--- config.mk ---
export PLATFORM = sky130hd
export DESIGN_NAME = lvds_frame_rx
export DESIGN_NICKNAME = d
export VERILOG_FILES = /design/src/rtl/lvds_frame_rx.sv
export SDC_FILE = /design/constraint.sdc
export NUM_CORES = 1
export LEC_CHECK = 0
export ABC_AREA = 0
export BUFFER_PORTS_ARGS = -buffer_cell sky130_fd_sc_hd__clkbuf_2
export CAP_MARGIN = 30
export CORE_MARGIN = 4
export CORE_UTILIZATION = 45
export CTS_CLUSTER_SIZE = 40
export DETAILED_ROUTE_END_ITERATION = 8
export PLACE_DENSITY = 0.65
export SYNTH_ARGS = -nofsm -noshare
export SYNTH_HDL_FRONTEND = slang
export SYNTH_SLANG_ARGS = --single-unit
export TNS_END_PERCENT = 20
--- constraint.sdc ---
create_clock -name i_ddr_clk -period 2.64 [get_ports i_ddr_clk]
set_input_delay 0.132 -clock i_ddr_clk [delete_from_list [all_inputs] [get_ports i_ddr_clk]]
set_output_delay 0.132 -clock i_ddr_clk [all_outputs]
set_load 0.02 [all_outputs]
--- src/rtl/lvds_frame_rx.sv ---
// DDR I/Q frame receiver: aligns on I/Q sync dibits, assembles tagged sample words
// for the RX FIFO and keeps sync-error, overflow and frame statistics.
module lvds_frame_rx #(
    parameter int SAMPLE_BITS = 14,
    parameter int ERR_CNT_W   = 16
) (
    input  logic                       i_ddr_clk,
    input  logic                       i_reset,
    input  logic [1:0]                 i_ddr_data,
    input  logic                       i_enable,
    input  logic [1:0]                 i_mode,
    input  logic                       i_clear_stats,
    input  logic                       i_fifo_full,
    output logic                       o_fifo_write_clk,
    output logic                       o_fifo_push,
    output logic [2*SAMPLE_BITS+3:0]   o_fifo_data,
    output logic [ERR_CNT_W-1:0]       o_sync_err_cnt,
    output logic [ERR_CNT_W-1:0]       o_overflow_cnt,
    output logic [ERR_CNT_W-1:0]       o_frame_cnt,
    output logic [1:0]                 o_debug_state
);

    localparam int DIBITS = SAMPLE_BITS / 2;
    localparam int CNT_W  = $clog2(DIBITS);
    localparam int WORD_W = 2 * SAMPLE_BITS + 4;
    localparam logic [CNT_W-1:0] LAST_DIBIT = CNT_W'(DIBITS - 1);

    typedef enum logic [1:0] {
        ST_IDLE   = 2'd0,
        ST_I_DATA = 2'd1,
        ST_Q_SYNC = 2'd2,
        ST_Q_DATA = 2'd3
    } state_t;

    state_t                  state_q, state_d;
    logic [CNT_W-1:0]        cnt_q, cnt_d;
    logic [SAMPLE_BITS-1:0]  i_sr_q, i_sr_d;
    logic [SAMPLE_BITS-1:0]  q_sr_q, q_sr_d;
    logic                    push_q, push_d;
    logic [WORD_W-1:0]       data_q, data_d;
    logic [ERR_CNT_W-1:0]    sync_err_q, sync_err_d;
    logic [ERR_CNT_W-1:0]    ovf_q, ovf_d;
    logic [ERR_CNT_W-1:0]    frame_q, frame_d;

    logic [SAMPLE_BITS-1:0]  frame_pat;
    logic [3:0]              frame_tag;
    logic [SAMPLE_BITS-1:0]  q_full;
    logic [SAMPLE_BITS-1:0]  word_i;
    logic [SAMPLE_BITS-1:0]  word_q;
    logic [3:0]              word_tag;
    logic                    frame_done;

    function automatic logic [ERR_CNT_W-1:0] sat_inc(input logic [ERR_CNT_W-1:0] v);
        return (&v) ? v : v + ERR_CNT_W'(1);
    endfunction

    function automatic logic [SAMPLE_BITS-1:0] shift_in(input logic [SAMPLE_BITS-1:0] sr,
                                                        input logic [1:0] d);
        return {sr[SAMPLE_BITS-3:0], d};
    endfunction

    // Frame counter views, zero-extended when the counter is narrower than the field.
    generate
        if (ERR_CNT_W >= SAMPLE_BITS) begin : g_pat_trunc
            assign frame_pat = frame_q[SAMPLE_BITS-1:0];
        end else begin : g_pat_ext
            assign frame_pat = {{(SAMPLE_BITS-ERR_CNT_W){1'b0}}, frame_q};
        end
        if (ERR_CNT_W >= 4) begin : g_tag_trunc
            assign frame_tag = frame_q[3:0];
        end else begin : g_tag_ext
            assign frame_tag = {{(4-ERR_CNT_W){1'b0}}, frame_q};
        end
    endgenerate

    // The last Q dibit is still on the wire at completion, so the word uses the shifted value.
    assign q_full = shift_in(q_sr_q, i_ddr_data);

    always_comb begin
        word_tag = frame_tag;
        word_i   = i_sr_q;
        word_q   = q_full;
        case (i_mode)
            2'd1: word_tag = 4'b1001;
            2'd2: begin
                word_i = frame_pat;
                word_q = ~frame_pat;
            end
            default: ;
        endcase
    end

    always_comb begin
        state_d    = state_q;
        cnt_d      = cnt_q;
        i_sr_d     = i_sr_q;
        q_sr_d     = q_sr_q;
        push_d     = 1'b0;
        data_d     = data_q;
        sync_err_d = sync_err_q;
        ovf_d      = ovf_q;
        frame_d    = frame_q;
        frame_done = 1'b0;

        case (state_q)
            ST_IDLE: begin
                if (i_ddr_data == 2'b10) begin
                    state_d = ST_I_DATA;
                    cnt_d   = '0;
                end
            end
            ST_I_DATA: begin
                i_sr_d = shift_in(i_sr_q, i_ddr_data);
                if (cnt_q == LAST_DIBIT) begin
                    state_d = ST_Q_SYNC;
                    cnt_d   = '0;
                end else begin
                    cnt_d = cnt_q + CNT_W'(1);
                end
            end
            ST_Q_SYNC: begin
                if (i_ddr_data == 2'b01) begin
                    state_d = ST_Q_DATA;
                    cnt_d   = '0;
                end else begin
                    state_d    = ST_IDLE;
                    sync_err_d = sat_inc(sync_err_q);
                end
            end
            ST_Q_DATA: begin
                q_sr_d = q_full;
                if (cnt_q == LAST_DIBIT) begin
                    state_d    = ST_IDLE;
                    frame_done = 1'b1;
                end else begin
                    cnt_d = cnt_q + CNT_W'(1);
                end
            end
            default: state_d = ST_IDLE;
        endcase

        if (frame_done) begin
            frame_d = frame_q + ERR_CNT_W'(1);
            if (i_enable) begin
                if (!i_fifo_full) begin
                    push_d = 1'b1;
                    data_d = {word_tag[3:2], word_i, word_tag[1:0], word_q};
                end else begin
                    ovf_d = sat_inc(ovf_q);
                end
            end
        end

        if (i_clear_stats) begin
            sync_err_d = '0;
            ovf_d      = '0;
            frame_d    = '0;
        end
    end

    always_ff @(posedge i_ddr_clk or negedge i_reset) begin
        if (!i_reset) begin
            state_q    <= ST_IDLE;
            cnt_q      <= '0;
            i_sr_q     <= '0;
            q_sr_q     <= '0;
            push_q     <= 1'b0;
            data_q     <= '0;
            sync_err_q <= '0;
            ovf_q      <= '0;
            frame_q    <= '0;
        end else begin
            state_q    <= state_d;
            cnt_q      <= cnt_d;
            i_sr_q     <= i_sr_d;
            q_sr_q     <= q_sr_d;
            push_q     <= push_d;
            data_q     <= data_d;
            sync_err_q <= sync_err_d;
            ovf_q      <= ovf_d;
            frame_q    <= frame_d;
        end
    end

    assign o_fifo_write_clk = i_ddr_clk;
    assign o_fifo_push      = push_q;
    assign o_fifo_data      = data_q;
    assign o_sync_err_cnt   = sync_err_q;
    assign o_overflow_cnt   = ovf_q;
    assign o_frame_cnt      = frame_q;
    assign o_debug_state    = state_q;

endmodule

# Word level (Yosys, flattened, before mapping)
# Cells that the tools add are included.
op_classes:
  add_sub_neg: 4
  n_eq_ne: 16
  mux: 29
  n_bitwise: 2
  n_reduce_logical: 12
op_table:
  columns: ["op", "count"]
  rows:
  - ["$mux 16", 11]
  - ["$add 16x1->16 const B", 3]
  - ["$reduce_and 16->1", 2]
  - ["$mux 14", 2]
  - ["$ne 2x2->1 const B", 8]
  - ["$not 14->14", 1]
  - ["$mux 3", 4]
  - ["$pmux 3 s4", 1]
  - ["$reduce_and 3->1", 4]
  - ["$eq 2x2->1 const B", 4]
  - ["$mux 2", 4]
  - ["$pmux 2 s4", 1]
  - ["$reduce_bool 2->1", 4]
  - ["$eq 2x1->1 const B", 3]
  - ["$mux 1", 5]
  - ["$mux 4", 1]
  - ["$reduce_and 4->1", 1]
  - ["$add 3x1->3 const B", 1]
  - ["$eq 3x3->1 const B", 1]
  - ["$logic_not 2->1", 1]
  - ["$not 1->1", 1]
totals:
  ff_bits: 112
  input_bits: 9
  output_inout_bits: 84
  wordCells: 72

# Depth between registers and ports, before layout
logic_depth:
  ltp_word: 6
  mapped_depth: 9
  mapped_depth_nobuf: 6

==> impl_metrics.json <==
{
  "cts-buffers-inserted": 17,
  "syn-instance-count": 528,
  "power.share.combinational_pct": 18.1,
  "synth_top_family_by_area": "simple AND/OR/NAND/NOR gates",
  "min-delay-path-class": "in -> reg",
  "p_seq_share_pct": 41.1,
  "totalNegativeSetupSlack_ns": 0,
  "dieWidth_um": 116.8,
  "antenna_violations_before_repair": 0,
  "postLayoutCellArea_mm2": 0.006519,
  "synth.top_cell.area_share_pct": 52.63,
  "synth_top_cells_by_area": "dfrtp_1 53%, mux2_2 6.6%, o21ai_0 4.5%",
  "share_clk_of_total_power_pct": 40.8,
  "cts_root_buffer": "clkbuf_16",
  "nFillCells": 1043,
  "ctsHoldBuffers": 1,
  "clock_skew_ns": 0.01004,
  "h_tree_lvls": 4,
  "grt_util_all_layers_pct": 19.40,
  "cts_buffer_depth": 2,
  "synth_xor_xnor_area_share_pct": 1.645,
  "routed_wire_length_per_instance_um": 16.20,
  "gp_congestion": 0.8221,
  "post_synth_adder_cell_area_pct": 1.175,
  "timing.final.crit_share_pct": 90.64,
  "floorplan.rows": 39,
  "globalRoute.totalOverflow": 0,
  "detailedRoute.firstIterationViolations": 290,
  "design.portCount": 93,
  "tritoncts": "yes",
  "synth_simple_gate_area_share_pct": 19.48,
  "cts_setup_buffers": 0,
  "final_cell_mix": "112 x dfrtp_1, 91 x clkbuf_2, 58 x nand2_1",
  "design.die.area_mm2": 0.01364,
  "min_from": "i_mode[0]",
  "crit-reg2reg-launch": "cnt_q[0]$_DFFE_PN0P_",
  "rsz0062_at_grt": "no",
  "max_clock_freq_mhz": 417.9,
  "powerDensity_mw_per_mm2": 865.8,
  "timing.critical_path.from": "cnt_q[0]$_DFFE_PN0P_",
  "detail-route-antenna-nets": 0,
  "core_area_mm2": 0.01152,
  "source_to_sink_clock_delay_at_the_later_pin_of_the_worst_skew_pair_ns": 0.41,
  "die_y_um": 116.8,
  "internal_power_mw": 4.090,
  "vias_per_cell": 5.617,
  "port_buffers": 92,
  "first_global_vias": 4172,
  "grt_first_pass_wirelength_mm": 20.43,
  "final-seq-area_mm2": 0.002803,
  "cts.reportedPaths.clkPinSlew_ns": 0.05,
  "yosys-mux-area-fraction_pct": 9.422,
  "fin_ws_ns": 0.2472,
  "synthDistinctLibCells": 42,
  "hold_viol": 0,
  "max_slew.worst_pin.slew_ns": 0.7124,
  "status": "finished clean",
  "final-max-slew-violation-count": 0,
  "maxSlewHeadroom_pct": 52.07,
  "switching_power_mw": 1.554,
  "critPathSlowestCell": "or4_1",
  "maximum_number_of_pins_on_one_net_before_global_route_repair": 66,
  "post-synth-top-area-cell": "dfrtp_1",
  "critPathLaunchType": "register",
  "hpwl_detailed_mm": 8.573,
  "synth-warning-count": 0,
  "ys_ff_latch": 112,
  "detailedRoute.firstPassIterationCount": 4,
  "multi_input_comb_area_mm2": 0.002365,
  "post_dp_cell_area_mm2": 0.005916,
  "routed_wl_mm": 12.49,
  "post_cts_resize_count": 0,
  "critical_path_cell_list": "inv_1 -> ha_1 -> nand4_2 -> or4_1 -> or4_1 -> a21oi_1",
  "layout.cells.most_common": "dfrtp_1",
  "synth-compound-area-share_pct": 12.57,
  "timing.critical_path.slowest_cell_delay_ns": 0.69,
  "synth.cell_area_mm2": 0.005325,
  "layout_min_cycle_time_ns": 2.393,
  "switching_share_pct": 27.54,
  "initial_utilization_pct": 46.24,
  "nNetsFinal": 630,
  "max-vdd-ir-drop_v": 0.0003834,
  "smallest_hold_slack_ns": 0.07082,
  "worst_path_most_repeated_cell": "or4_1",
  "setup_viol": 0,
  "antennaDiodeCount": 0,
  "syn_avg_cell_area_um2": 10.09,
  "worstPathMaxFanout": 7,
  "route.detailed.drc": 0,
  "critPathRequiredTime_ns": 2.97,
  "critPathCaptureType": "register",
  "route.vias.total": 4331,
  "pre_cts_slack_ns": 0.2831,
  "max_cap_violations": 0,
  "drive_gt1_share_pct": 25.80,
  "mappedNetlistNets": 542,
  "ys_seq_area_share_pct": 52.63,
  "total_leakage_power_nw": 3.012,
  "worstPathArrival_ns": 2.72,
  "layout-area-overhead-vs-synth_pct": 22.42,
  "worst-setup-path-type": "reg -> reg"
}
flip-flops by register name, indices dropped and copies added, names as in the netlist:
signal,count
o_debug_state,2
o_frame_cnt,16
o_fifo_push,1
o_fifo_data,32
cnt_q,3
i_sr_q,14
o_sync_err_cnt,16
o_overflow_cnt,16
q_sr_q,12
path summary, 6_finish.rpt:
kind	end	slack (ns)	cells past startpoint
worst max-delay path	o_overflow_cnt[15]$_DFFE_PN0P_	0.25	6
worst min-delay path	o_fifo_data[15]$_DFFE_PN0P_	0.07	4
worst max register to register	o_overflow_cnt[15]$_DFFE_PN0P_	0.25	6
worst min register to register	o_fifo_data[24]$_DFFE_PN0P_	0.47	2
max in group asynchronous	o_overflow_cnt[4]$_DFFE_PN0P_	1.70	3
min in group asynchronous	q_sr_q[8]$_DFFE_PN0P_	0.25	2
cell type report:
type / count / share of cell area, %
sequential: 112 / 42.99
multi-input combinational: 375 / 36.28
timing repair buffer: 100 / 8.292
clock buffer: 27 / 8.042
tap: 143 / 2.745
clock inverter: 5 / 1.132
inverter: 9 / 0.5182
worst max-delay path, delay by kind of cell (launching register included):
kind            cells  cell delay, ns
simple gates        3            1.44
compound gates      1            0.15
buf+inv             1            0.07
flops               1            0.40
fa+ha+maj           1            0.25
layer usage:
layer | wire length [um] | part of all wire (%) | global-route usage, %
met5 | 0 | 0 | 0
met3 | 741 | 5.9 | 5.913
met1 | 5758 | 46 | 25.32
met4 | 217 | 1.7 | 7.569
met2 | 5771 | 46 | 30.45
logic make-up after synthesis:
kind of cell,after synthesis
XOR/XNOR,10
flip-flops,112
adder cells (fa/ha/maj),5
AND/OR/NAND/NOR,197
AO/OA/AOI/OAI,117
multiplexers,46
buffers and inverters,41
per-stage QoR:
stage | power (mW) | util (%) | std cells
floorplan | 3.084 | - | 528
global placement | 3.361 | 51.37 | 739
detailed placement | 3.422 | 51.37 | 739
CTS | 5.724 | 56.61 | 771
global route | 5.964 | 56.61 | 771
finish | 5.644 | 56.61 | 771
power by group through the flow:
stage               Combinational [mW]  Clock, mW  Sequential [mW]
CTS                               1.04       2.36             2.32
detailed placement                1.04     0.0352             2.35
global route                      1.14       2.45             2.37
finish                            1.02       2.30             2.32
floorplan                        0.630     0.0443             2.41
global placement                  1.00     0.0352             2.32
cells in the mapped netlist:
| cell | number |
|---|---|
| a21bo_2 | 1 |
| a21boi_0 | 2 |
| a21oi_1 | 39 |
| a22o_1 | 1 |
| a31oi_1 | 1 |
| and2_1 | 4 |
| and3_1 | 4 |
| and3b_1 | 1 |
| and4_1 | 5 |
| buf_2 | 2 |
| buf_4 | 2 |
| clkbuf_1 | 28 |
| dfrtp_1 | 112 |
| ha_1 | 5 |
| inv_1 | 9 |
| mux2_1 | 2 |
| mux2_2 | 31 |
| mux2i_1 | 13 |
| nand2_1 | 58 |
| nand2b_1 | 5 |
| nand3_1 | 16 |
| nand3b_1 | 1 |
| nand4_1 | 17 |
| nand4_2 | 1 |
| nand4bb_1 | 1 |
| nor2_1 | 33 |
| nor2b_1 | 11 |
| nor3_1 | 4 |
| nor3b_1 | 2 |
| nor4_1 | 6 |
| nor4b_1 | 1 |
| o211ai_1 | 2 |
| o21ai_0 | 48 |
| o311ai_0 | 2 |
| o31a_1 | 1 |
| o31ai_1 | 18 |
| o41ai_1 | 2 |
| or3_1 | 8 |
| or3b_2 | 1 |
| or4_1 | 18 |
| xnor2_1 | 1 |
| xor2_1 | 9 |
Power figures use the tool's default switching activity.
